==> src/rtl/dm_bus_arbiter_if.sv <==
// -----------------------------------------------------------------------------
// dm_bus_arbiter_if
// Bus bundle between the two data-memory requesters, the arbiter and the
// single-port data memory.
//   Requester k (k = 0 CPU M-stage, k = 1 DMA/loader/debug):
//     reqk, lockk, addrk, wdatak, byteenk  -> arbiter
//     gntk, rvalidk, rdatak, errk          <- arbiter
//   Memory side:
//     mem_addr, mem_wdata, mem_byteen      -> memory
//     mem_rdata                            <- memory
// Modports:
//   slave  : the arbiter's view
//   master : the environment's view (requesters plus memory)
// -----------------------------------------------------------------------------
interface dm_bus_arbiter_if;
    logic        req0,    req1;
    logic        lock0,   lock1;
    logic [31:0] addr0,   addr1;
    logic [31:0] wdata0,  wdata1;
    logic [3:0]  byteen0, byteen1;
    logic        gnt0,    gnt1;
    logic        rvalid0, rvalid1;
    logic [31:0] rdata0,  rdata1;
    logic        err0,    err1;
    logic [31:0] mem_addr;
    logic [31:0] mem_wdata;
    logic [3:0]  mem_byteen;
    logic [31:0] mem_rdata;

    modport slave (
        input  req0, req1, lock0, lock1, addr0, addr1, wdata0, wdata1,
               byteen0, byteen1, mem_rdata,
        output gnt0, gnt1, rvalid0, rvalid1, rdata0, rdata1, err0, err1,
               mem_addr, mem_wdata, mem_byteen
    );

    modport master (
        output req0, req1, lock0, lock1, addr0, addr1, wdata0, wdata1,
               byteen0, byteen1, mem_rdata,
        input  gnt0, gnt1, rvalid0, rvalid1, rdata0, rdata1, err0, err1,
               mem_addr, mem_wdata, mem_byteen
    );
endinterface

==> src/rtl/dm_bus_arbiter.sv <==
// -----------------------------------------------------------------------------
// dm_bus_arbiter
// Shares one single-port data memory (combinational read, byte-enabled
// synchronous write) between the CPU data port (requester 0) and a secondary
// master (requester 1). The grant is decided combinationally every cycle and
// the granted requester's address/data/byte enables are steered to memory.
// Reads return registered data with a per-requester valid pulse one cycle
// after the grant. Short locked bursts are supported, and requester 1 is
// protected from starvation by a wait counter.
// Ports:
//   clk   : system clock
//   reset : asynchronous, active-high reset
//   bus   : dm_bus_arbiter_if.slave (requester and memory signals)
// Parameters:
//   DEPTH    : memory depth in 32-bit words (word index = addr >> 2)
//   MAX_WAIT : cycles requester 1 may wait before it is forced in
//   MAX_LOCK : maximum consecutive locked beats before a forced release
//   PRIO_CPU : 1 = fixed priority to requester 0, 0 = round-robin
// -----------------------------------------------------------------------------
module dm_bus_arbiter #(
    parameter int DEPTH    = 4096,
    parameter int MAX_WAIT = 8,
    parameter int MAX_LOCK = 4,
    parameter int PRIO_CPU = 1
) (
    input  logic            clk,
    input  logic            reset,
    dm_bus_arbiter_if.slave bus
);
    localparam int WAIT_W = $clog2(MAX_WAIT + 1);
    localparam int LOCK_W = $clog2(MAX_LOCK + 1);

    typedef enum logic [1:0] {
        OWN_NONE = 2'd0,
        OWN_0    = 2'd1,
        OWN_1    = 2'd2
    } owner_e;

    owner_e            lock_owner_q, lock_owner_d;
    logic [LOCK_W-1:0] lock_cnt_q,   lock_cnt_d;
    logic [WAIT_W-1:0] wait_cnt_q,   wait_cnt_d;
    logic              last_grant_q, last_grant_d;
    logic [31:0]       mem_addr_q,   mem_addr_d;
    logic [31:0]       mem_wdata_q,  mem_wdata_d;
    logic              rvalid0_q,    rvalid0_d;
    logic              rvalid1_q,    rvalid1_d;
    logic              err0_q,       err0_d;
    logic              err1_q,       err1_d;
    logic [31:0]       rdata0_q,     rdata0_d;
    logic [31:0]       rdata1_q,     rdata1_d;

    logic        gnt0, gnt1, granted;
    logic        oor0, oor1, read0, read1;
    logic        hold0, hold1, expired0, expired1;
    logic        wait_full;
    logic [31:0] sel_addr, sel_wdata;
    logic [3:0]  sel_byteen;
    logic        sel_oor;
    logic [3:0]  mem_byteen;

    assign oor0      = (bus.addr0 >> 2) >= 32'(DEPTH);
    assign oor1      = (bus.addr1 >> 2) >= 32'(DEPTH);
    assign read0     = (bus.byteen0 == 4'b0000);
    assign read1     = (bus.byteen1 == 4'b0000);
    assign wait_full = (wait_cnt_q == WAIT_W'(MAX_WAIT));

    // A lock is honoured only while its owner keeps requesting and the burst
    // is still below MAX_LOCK beats; at MAX_LOCK it has "expired" and the
    // other requester gets exactly one arbitration in its place.
    assign hold0    = (lock_owner_q == OWN_0) && bus.req0 && (lock_cnt_q < LOCK_W'(MAX_LOCK));
    assign hold1    = (lock_owner_q == OWN_1) && bus.req1 && (lock_cnt_q < LOCK_W'(MAX_LOCK));
    assign expired0 = (lock_owner_q == OWN_0) && (lock_cnt_q == LOCK_W'(MAX_LOCK));
    assign expired1 = (lock_owner_q == OWN_1) && (lock_cnt_q == LOCK_W'(MAX_LOCK));

    // Grant decision. Gated by reset so no grant is visible while reset is
    // asserted, without waiting for a clock edge.
    always_comb begin
        // NOTE: every always_comb output gets a default first so no path
        // leaves it unassigned, which would otherwise infer a latch.
        gnt0 = 1'b0;
        gnt1 = 1'b0;
        if (reset) begin
            gnt0 = 1'b0;
        end else if (hold0) begin
            gnt0 = 1'b1;
        end else if (hold1) begin
            gnt1 = 1'b1;
        end else if (bus.req0 && !bus.req1) begin
            gnt0 = 1'b1;
        end else if (bus.req1 && !bus.req0) begin
            gnt1 = 1'b1;
        end else if (bus.req0 && bus.req1) begin
            if (expired0)              gnt1 = 1'b1;
            else if (expired1)         gnt0 = 1'b1;
            else if (wait_full)        gnt1 = 1'b1;
            else if (PRIO_CPU != 0)    gnt0 = 1'b1;
            else if (last_grant_q)     gnt0 = 1'b1;
            else                       gnt1 = 1'b1;
        end
    end

    assign granted = gnt0 | gnt1;

    // Memory steering. Address and write data hold their last value when
    // nobody is granted; byte enables drop to zero so nothing is written.
    always_comb begin
        sel_addr   = gnt1 ? bus.addr1   : bus.addr0;
        sel_wdata  = gnt1 ? bus.wdata1  : bus.wdata0;
        sel_byteen = gnt1 ? bus.byteen1 : bus.byteen0;
        sel_oor    = gnt1 ? oor1        : oor0;

        mem_addr_d  = granted ? (sel_addr & 32'hFFFF_FFFC) : mem_addr_q;
        mem_wdata_d = granted ? sel_wdata : mem_wdata_q;
        mem_byteen  = (granted && !sel_oor) ? sel_byteen : 4'b0000;
    end

    // Next-state for arbitration bookkeeping and read return.
    always_comb begin
        last_grant_d = gnt1 ? 1'b1 : (gnt0 ? 1'b0 : last_grant_q);

        if (bus.req1 && !gnt1) begin
            wait_cnt_d = wait_full ? wait_cnt_q : wait_cnt_q + WAIT_W'(1);
        end else begin
            wait_cnt_d = '0;
        end

        // A beat granted through hold* continues the burst; any other locked
        // grant (including the one right after a forced release) starts anew.
        lock_owner_d = OWN_NONE;
        lock_cnt_d   = '0;
        if (gnt0 && bus.lock0) begin
            lock_owner_d = OWN_0;
            lock_cnt_d   = hold0 ? lock_cnt_q + LOCK_W'(1) : LOCK_W'(1);
        end else if (gnt1 && bus.lock1) begin
            lock_owner_d = OWN_1;
            lock_cnt_d   = hold1 ? lock_cnt_q + LOCK_W'(1) : LOCK_W'(1);
        end

        rvalid0_d = gnt0 && read0;
        rvalid1_d = gnt1 && read1;
        err0_d    = gnt0 && oor0;
        err1_d    = gnt1 && oor1;
        rdata0_d  = rvalid0_d ? (oor0 ? 32'h0 : bus.mem_rdata) : rdata0_q;
        rdata1_d  = rvalid1_d ? (oor1 ? 32'h0 : bus.mem_rdata) : rdata1_q;
    end

    // NOTE: all state here is control/data-return flops, so every one of them
    // is reset; the memory array itself lives outside and is never reset.
    always_ff @(posedge clk or posedge reset) begin
        if (reset) begin
            lock_owner_q <= OWN_NONE;
            lock_cnt_q   <= '0;
            wait_cnt_q   <= '0;
            last_grant_q <= 1'b1;
            mem_addr_q   <= '0;
            mem_wdata_q  <= '0;
            rvalid0_q    <= 1'b0;
            rvalid1_q    <= 1'b0;
            err0_q       <= 1'b0;
            err1_q       <= 1'b0;
            rdata0_q     <= '0;
            rdata1_q     <= '0;
        end else begin
            // NOTE: non-blocking assignments so every flop samples the
            // pre-edge values regardless of statement order.
            lock_owner_q <= lock_owner_d;
            lock_cnt_q   <= lock_cnt_d;
            wait_cnt_q   <= wait_cnt_d;
            last_grant_q <= last_grant_d;
            mem_addr_q   <= mem_addr_d;
            mem_wdata_q  <= mem_wdata_d;
            rvalid0_q    <= rvalid0_d;
            rvalid1_q    <= rvalid1_d;
            err0_q       <= err0_d;
            err1_q       <= err1_d;
            rdata0_q     <= rdata0_d;
            rdata1_q     <= rdata1_d;
        end
    end

    assign bus.gnt0       = gnt0;
    assign bus.gnt1       = gnt1;
    assign bus.mem_addr   = mem_addr_d;
    assign bus.mem_wdata  = mem_wdata_d;
    assign bus.mem_byteen = mem_byteen;
    assign bus.rvalid0    = rvalid0_q;
    assign bus.rvalid1    = rvalid1_q;
    assign bus.err0       = err0_q;
    assign bus.err1       = err1_q;
    assign bus.rdata0     = rdata0_q;
    assign bus.rdata1     = rdata1_q;

endmodule

==> src/flat_wrapper.sv <==
// flat-port wrapper written by rule: the top's interface ports become plain ports
module dm_bus_arbiter_flat 
#(
    parameter int DEPTH    = 4096,
    parameter int MAX_WAIT = 8,
    parameter int MAX_LOCK = 4,
    parameter int PRIO_CPU = 1
)
  (clk, reset, bus_req0, bus_req1, bus_lock0, bus_lock1, bus_addr0, bus_addr1, bus_wdata0, bus_wdata1, bus_byteen0, bus_byteen1, bus_mem_rdata, bus_gnt0, bus_gnt1, bus_rvalid0, bus_rvalid1, bus_rdata0, bus_rdata1, bus_err0, bus_err1, bus_mem_addr, bus_mem_wdata, bus_mem_byteen);
  dm_bus_arbiter_if bus_i ();
  input  logic clk;
  input  logic reset;
  input wire logic [$bits(bus_i.req0)-1:0] bus_req0;
  input wire logic [$bits(bus_i.req1)-1:0] bus_req1;
  input wire logic [$bits(bus_i.lock0)-1:0] bus_lock0;
  input wire logic [$bits(bus_i.lock1)-1:0] bus_lock1;
  input wire logic [$bits(bus_i.addr0)-1:0] bus_addr0;
  input wire logic [$bits(bus_i.addr1)-1:0] bus_addr1;
  input wire logic [$bits(bus_i.wdata0)-1:0] bus_wdata0;
  input wire logic [$bits(bus_i.wdata1)-1:0] bus_wdata1;
  input wire logic [$bits(bus_i.byteen0)-1:0] bus_byteen0;
  input wire logic [$bits(bus_i.byteen1)-1:0] bus_byteen1;
  input wire logic [$bits(bus_i.mem_rdata)-1:0] bus_mem_rdata;
  output wire logic [$bits(bus_i.gnt0)-1:0] bus_gnt0;
  output wire logic [$bits(bus_i.gnt1)-1:0] bus_gnt1;
  output wire logic [$bits(bus_i.rvalid0)-1:0] bus_rvalid0;
  output wire logic [$bits(bus_i.rvalid1)-1:0] bus_rvalid1;
  output wire logic [$bits(bus_i.rdata0)-1:0] bus_rdata0;
  output wire logic [$bits(bus_i.rdata1)-1:0] bus_rdata1;
  output wire logic [$bits(bus_i.err0)-1:0] bus_err0;
  output wire logic [$bits(bus_i.err1)-1:0] bus_err1;
  output wire logic [$bits(bus_i.mem_addr)-1:0] bus_mem_addr;
  output wire logic [$bits(bus_i.mem_wdata)-1:0] bus_mem_wdata;
  output wire logic [$bits(bus_i.mem_byteen)-1:0] bus_mem_byteen;
  assign bus_i.req0 = bus_req0;
  assign bus_i.req1 = bus_req1;
  assign bus_i.lock0 = bus_lock0;
  assign bus_i.lock1 = bus_lock1;
  assign bus_i.addr0 = bus_addr0;
  assign bus_i.addr1 = bus_addr1;
  assign bus_i.wdata0 = bus_wdata0;
  assign bus_i.wdata1 = bus_wdata1;
  assign bus_i.byteen0 = bus_byteen0;
  assign bus_i.byteen1 = bus_byteen1;
  assign bus_i.mem_rdata = bus_mem_rdata;
  assign bus_gnt0 = bus_i.gnt0;
  assign bus_gnt1 = bus_i.gnt1;
  assign bus_rvalid0 = bus_i.rvalid0;
  assign bus_rvalid1 = bus_i.rvalid1;
  assign bus_rdata0 = bus_i.rdata0;
  assign bus_rdata1 = bus_i.rdata1;
  assign bus_err0 = bus_i.err0;
  assign bus_err1 = bus_i.err1;
  assign bus_mem_addr = bus_i.mem_addr;
  assign bus_mem_wdata = bus_i.mem_wdata;
  assign bus_mem_byteen = bus_i.mem_byteen;
  dm_bus_arbiter #(.DEPTH(DEPTH), .MAX_WAIT(MAX_WAIT), .MAX_LOCK(MAX_LOCK), .PRIO_CPU(PRIO_CPU)) u_core (.clk(clk), .reset(reset), .bus(bus_i));
endmodule
==> config.mk <==
export PLATFORM = sky130hd
export DESIGN_NAME = dm_bus_arbiter_flat
export DESIGN_NICKNAME = d
export VERILOG_FILES = /design/src/rtl/dm_bus_arbiter_if.sv /design/src/rtl/dm_bus_arbiter.sv /design/src/flat_wrapper.sv
export SDC_FILE = /design/constraint.sdc
export NUM_CORES = 1
export LEC_CHECK = 0
export ABC_AREA = 0
export BUFFER_PORTS_ARGS = -buffer_cell sky130_fd_sc_hd__buf_2
export CAP_MARGIN = 20
export CORE_MARGIN = 5
export CORE_UTILIZATION = 47
export DETAILED_ROUTE_END_ITERATION = 7
export MAX_ROUTING_LAYER = met4
export PLACE_DENSITY = 0.81
export SETUP_SLACK_MARGIN = 0.5
export SYNTH_ARGS = -nofsm -noshare
export SYNTH_HDL_FRONTEND = slang
export SYNTH_SLANG_ARGS = --single-unit
export TNS_END_PERCENT = 10
==> constraint.sdc <==
create_clock -name clk -period 7.2 [get_ports clk]
set_clock_uncertainty 0.05 [all_clocks]
set_input_delay 1.08 -clock clk [delete_from_list [all_inputs] [get_ports clk]]
set_output_delay 1.08 -clock clk [all_outputs]
set_load 0.02 [all_outputs]
Word level (Yosys, flattened, before mapping)
Cells that the tools add are included.
{ "word_totals": {"regBits": 141, "input_bits": 174, "output_inout_bits": 138, "word_cells": 80} }
{ "classes": {"addsub": 2, "magnitude_cmp": 3, "eq_ne": 5, "mux": 35, "bitwise": 1, "n_reduce_logical": 23} }
{ "op_table": {"columns": ["op", "n"], "rows": [
  ["two-way mux 32 bit", 6],
  [">= comparator 30 x 13 -> 1 bit (second input constant)", 2],
  ["two-way mux 1 bit", 19],
  ["logical AND 1 bit", 17],
  ["two-way mux 4 bit", 4],
  ["two-way mux 3 bit", 4],
  ["logical NOT 4 bit", 2],
  ["adder 4 x 1 -> 4 bit (second input constant)", 1],
  ["equality test 4 bit (second input constant)", 1],
  ["logical NOT 1 bit", 4],
  ["two-way mux 2 bit", 2],
  ["adder 3 x 1 -> 3 bit (second input constant)", 1],
  ["equality test 3 bit (second input constant)", 1],
  ["less-than comparator 3 bit (second input constant)", 1],
  ["equality test 2 x 1 -> 1 bit (second input constant)", 1],
  ["equality test 2 bit (second input constant)", 1],
  ["!= test 2 bit (second input constant)", 1],
  ["OR 1 bit", 1]
]} }

Longest topological paths before layout
{ "depth": {"ltp_word": 14, "ltp_mapped": 11, "mapped_depth_nobuf": 8} }

Worst setup path after synthesis
OpenSTA, ideal clock, no wires.
{ "synth_timing": {"path_kind": "input-to-output", "start": "input port reset", "end": "output port bus_mem_wdata[21]", "t_arrival_ns": 5.490, "required_ns": 6.070, "path_slack_ns": 0.580, "stages": 5, "n_path_buf": 2, "cell_sequence": "inv_1 -> nand4_1 -> buf_4 -> clkbuf_1 -> a31oi_1"} }
{ "synth_between": {"elab_chain_cells": 3, "elab_cells_between_ends": 5, "cone_classes": "mux: 4; bitwise: 1"} }
{ "synth_rtl": {"columns": ["item", "line_no", "rtl"], "rows": [
  ["start, declared", "flat_wrapper.sv:12", "input logic reset;"],
  ["two-way mux 1 bit", "dm_bus_arbiter.sv:82", "if (reset) begin"],
  ["two-way mux 32 bit or OR 1 bit (tied branches)", "dm_bus_arbiter.sv:108, dm_bus_arbiter.sv:102", null],
  ["two-way mux 32 bit (*)", "dm_bus_arbiter.sv:113", "mem_wdata_d = granted ? sel_wdata : mem_wdata_q;"],
  ["end, declared", "flat_wrapper.sv:33", "output wire logic [$bits(bus_i.mem_wdata)-1:0] bus_mem_wdata;"]
]} }
Every way passes the cells marked *; elsewhere a longest branch is shown, timed or not.

Worst setup path after layout
{ "layout_timing": {"start": "input port bus_req1", "end": "output port bus_mem_byteen[1]"} }
{ "layout_between": {"elab_chain_cells": 11, "elab_cells_between_ends": 24, "cone_classes": "mux: 15; bitwise: 1; reduce/logical: 8"} }
{ "layout_rtl": {"columns": ["item", "line_no", "rtl"], "rows": [
  ["start, declared", "flat_wrapper.sv:14", "input wire logic [$bits(bus_i.req1)-1:0] bus_req1;"],
  ["logical AND 1 bit", "dm_bus_arbiter.sv:92", "end else if (bus.req0 && bus.req1) begin"],
  ["two-way mux 1 bit", "dm_bus_arbiter.sv:92", null],
  ["two-way mux 1 bit", "dm_bus_arbiter.sv:90", "end else if (bus.req1 && !bus.req0) begin"],
  ["two-way mux 1 bit", "dm_bus_arbiter.sv:88", "end else if (bus.req0 && !bus.req1) begin"],
  ["two-way mux 1 bit", "dm_bus_arbiter.sv:86", "end else if (hold1) begin"],
  ["two-way mux 1 bit", "dm_bus_arbiter.sv:84", "end else if (hold0) begin"],
  ["two-way mux 1 bit", "dm_bus_arbiter.sv:82", null],
  ["two-way mux 1 bit", "dm_bus_arbiter.sv:110", "sel_oor = gnt1 ? oor1 : oor0;"],
  ["logical NOT 1 bit", "dm_bus_arbiter.sv:114", "mem_byteen = (granted && !sel_oor) ? sel_byteen : 4'b0000;"],
  ["logical AND 1 bit", "dm_bus_arbiter.sv:114", null],
  ["two-way mux 4 bit (*)", "dm_bus_arbiter.sv:114", null],
  ["end, declared", "flat_wrapper.sv:34", "output wire logic [$bits(bus_i.mem_byteen)-1:0] bus_mem_byteen;"]
]} }
Marked as above.

==> metrics.md <==
| Metric | Value |
|---|---|
| Avg Synthesized Cell Area | 9.570 sq um |
| Share of layout cells above drive strength 1 | 0.3737 |
| Root Buffer | clkbuf_16 |
| Syn nets | 850 |
| P_sw | ~730 uW |
| Dpl cell area | 7955 sq um |
| Relative slew slack | 0.3855 |
| Part of the power in registers | 0.420 |
| Top cells by area, synth | dfrtp_1 55%, nand2_1 7.4%, nand4_1 6.3%, a31oi_1 6.1%, a21bo_1 4.5% |
| Synth Cell Area | 6431 sq um |
| EDFF count, synth | 0 |
| Total vias in the final route | 6131 |
| Worst reg2reg path depth | 9 |
| Synth Flop Type | dfrtp_1 |
| Pwr Density | 265.2 nW/um^2 |
| Hold path endpoint | u_core.bus.rdata1[9] |
| ANT nets after route | 0 |
| Starting density of the core | 0.4818 |
| DR WL/cell | 17.79 um |
| TritonCTS clock tree | yes |
| TritonCTS Buffers | 17 |
| Worst hold stages | 1 |
| Fmax | 197.8 MHz |
| Die ar. | 16120 sq um |
| Critical path arrival | 3.93 ns |
| Clock-pin slew on the worst setup and hold paths | 0.06 ns |
| Final Max Slew Viols | 0 |
| Global-route wire length before repair | approximately 32000 um |
| Final Critical Period | approximately 5.1 ns |
| Most common cell after layout, fill and taps aside | buf_2 |
| Initial drt markers | between 400 and 500 |
| Clk Latency, worst-skew pair | 0.41 ns |
| Startpoint Class | primary input |
| Setup-failing EPs final | 0 |
| Post-synth top area share | 0.5486 |
| Min-Delay Path Class | reg2reg |
| Share of flip-flops with an asynchronous set or reset | 1.000 |
| Max_cap viols | 0 |
| Grt ovf | 0 |
| Post-Syn Instances | 672 |
| LEAKAGE | 4.683 nW |
| Detailed placement HPWL | between 10000 and 15000 um |
| Number of global-route vias before repair | 5876 |
| Post-synthesis cell type count | 43 |
| Cts hold-fix bufs | 0 |
| Syn. warnings | 0 |
| TNS Setup | 0 ns |
| Peak VDD IR | ~0.15 mV |
| Switching share of power | 0.3262 |
| CP Class | in2out |
| Critical Path End Type | primary output |
| Leading area contributor after synthesis | dfrtp_1 |
| Global router's overall resource usage | 0.2560 |
| Clock share of power | 0.345 |
| Internal Pwr Total | between 1.5 and 2 mW |
| Final Cell Area | between 8000 and 9000 sq um |
| Rows | 42 |
| Filler Cell Count | 1127 |
| Comb power frac | 0.235 |
| Final Wtd Congestion | 0.9221 |
| Core area | 13350 sq um |
| Initial antenna violation count | 1 |
| # resized after CTS | 0 |
| Total placed cells including tap cells | 1110 |
| Height of the die | 127.0 um |
| Clk sink count | roughly 140 |
| # DRC | 0 |
| Unrepaired setup endpoints after global routing | false |
| Hold Fails Final Rpt | 0 |
| Nets@finish | 1131 |
| Largest net degree at the start of global routing | about 100 |
| # IOs | 312 |
| Hold Crit Start | u_core.bus.rdata1[9] |
| Post-Layout Cell Count | 1143 |
| Tcrit/Tclk final | 0.7023 |
| Reg2reg setup slack | 3.46 ns |
| RR Startpoint | u_core.wait_cnt_q[0] |
| Most frequent cells in the layout | 307 x buf_2, 141 x dfrtp_1, 127 x nand2_1 |
| H-tree depth | 4 |
| Max clock buf depth | 2 |
| Worst R2R End | u_core.bus.rdata0[27] |
| Area grow syn2layout | 31.93% |
| CP startpoint | bus_req1 |
| Crit Path Max Fanout | 100 |
| WL final | 20340 um |
| Req. time, crit path | 6.07 ns |
| Total power | around 2.3 mW |
| Pre-Repair DR Iteration Count | 5 |
| Worst Tran Pin Value | 0.9218 ns |
| Die W | 127.0 um |
| Status | complete, no violations |
| Buffers added on ports | just over 300 |
| Register bit total from synthesis | approximately 140 |
| Postcts setup bufs | 0 |
| Post-synthesis sequential area ratio | 0.5486 |
| Via density per instance | 5.364 |
-- stage by stage --
step                      setup WS, ns  utilization  hold slack (ns)
after CTS                        2.157       0.6355           0.4271
after global placement           2.161       0.5960           0.4068
after global routing             1.937       0.6356           0.4404
after floorplan                 0.5798            -           0.4437
final                            2.143       0.6356           0.4250
after detailed placement         2.176       0.5960           0.4107
-- logic make-up after synthesis --
logic type,Yosys count,share of synthesized area
AO/OA/AOI/OAI,136,0.1482
adder cells (fa/ha/maj),4,0.007782
AND/OR/NAND/NOR,291,0.2134
multiplexers,1,0.001556
buffers and inverters,96,0.07626
flip-flops,141,0.5486
XOR/XNOR,3,0.004086
-- power by group through the flow --
stage               combinational, mW  sequential [mW]  clock, mW
finish                          0.529            0.945      0.776
global route                    0.576            0.955      0.830
CTS                             0.533            0.944      0.793
detailed placement              0.532            0.956          0
global placement                0.524            0.952          0
floorplan                       0.266             1.01          0
-- registers in the layout (all words and copies together) (netlist names) --
| signal | cells |
|---|---|
| u_core.bus.err0 | 1 |
| u_core.bus.err1 | 1 |
| u_core.bus.rdata0 | 32 |
| u_core.bus.rdata1 | 32 |
| u_core.bus.rvalid0 | 1 |
| u_core.bus.rvalid1 | 1 |
| u_core.lock_cnt_q | 3 |
| u_core.lock_owner_q | 2 |
| u_core.mem_addr_q | 32 |
| u_core.mem_wdata_q | 32 |
| u_core.wait_cnt_q | 4 |
-- layout make-up --
| cell class | count | area, sq um | area share |
|---|---|---|---|
| flip-flops and latches | 141 | 3528 | 0.4159 |
| repair buffers | 316 | 1604 | 0.1891 |
| well taps | 176 | 220.2 | 0.02595 |
| clock buffers | 18 | 429.2 | 0.05058 |
| diodes | 1 | 2.502 | 0.0002949 |
| clock inverters | 14 | 97.59 | 0.01150 |
| inverters | 42 | 167.7 | 0.01976 |
| multi-input cells | 435 | 2435 | 0.2870 |
-- Yosys cell counts, drive strengths merged (2+ instances only) --
master and instances:
a22o 4, ha 4, buf 45, dfrtp 141, and3 2, clkbuf 9, nand2 127, a31oi 63
nand3 4, a21bo 32, o21ai 32, nor2 67, xnor2 2, nand4 65, and2 4, inv 41
nor4 10, nor2b 2, or4 2
-- worst max-delay path by stage --
stage / slack (ns) / endpoint
floorplan: 0.58 / bus_mem_wdata[21]
global placement: 2.16 / bus_mem_byteen[3]
detailed placement: 2.18 / bus_mem_byteen[3]
CTS: 2.16 / bus_mem_byteen[3]
global route: 1.94 / bus_mem_byteen[1]
finish: 2.14 / bus_mem_byteen[1]
-- metal layers --
metal  part of all wire  up-vias  GRT usage
li1                   -     2905          -
met2               0.49      293     0.4047
met5                  0        -          -
met1               0.41     2899     0.3284
met4              0.021        0    0.08770
met3              0.076       34    0.05801
-- critical path: stages --
cell and delay [ns]:
buf_2 0.11, and4bb_2 0.26, a2111o_1 0.13, o21a_2 0.11
buf_4 0.56, clkinv_4 0.77, and2_1 0.44, a22o_1 0.25
buf_2 0.16
Power figures use the tool's default switching activity.
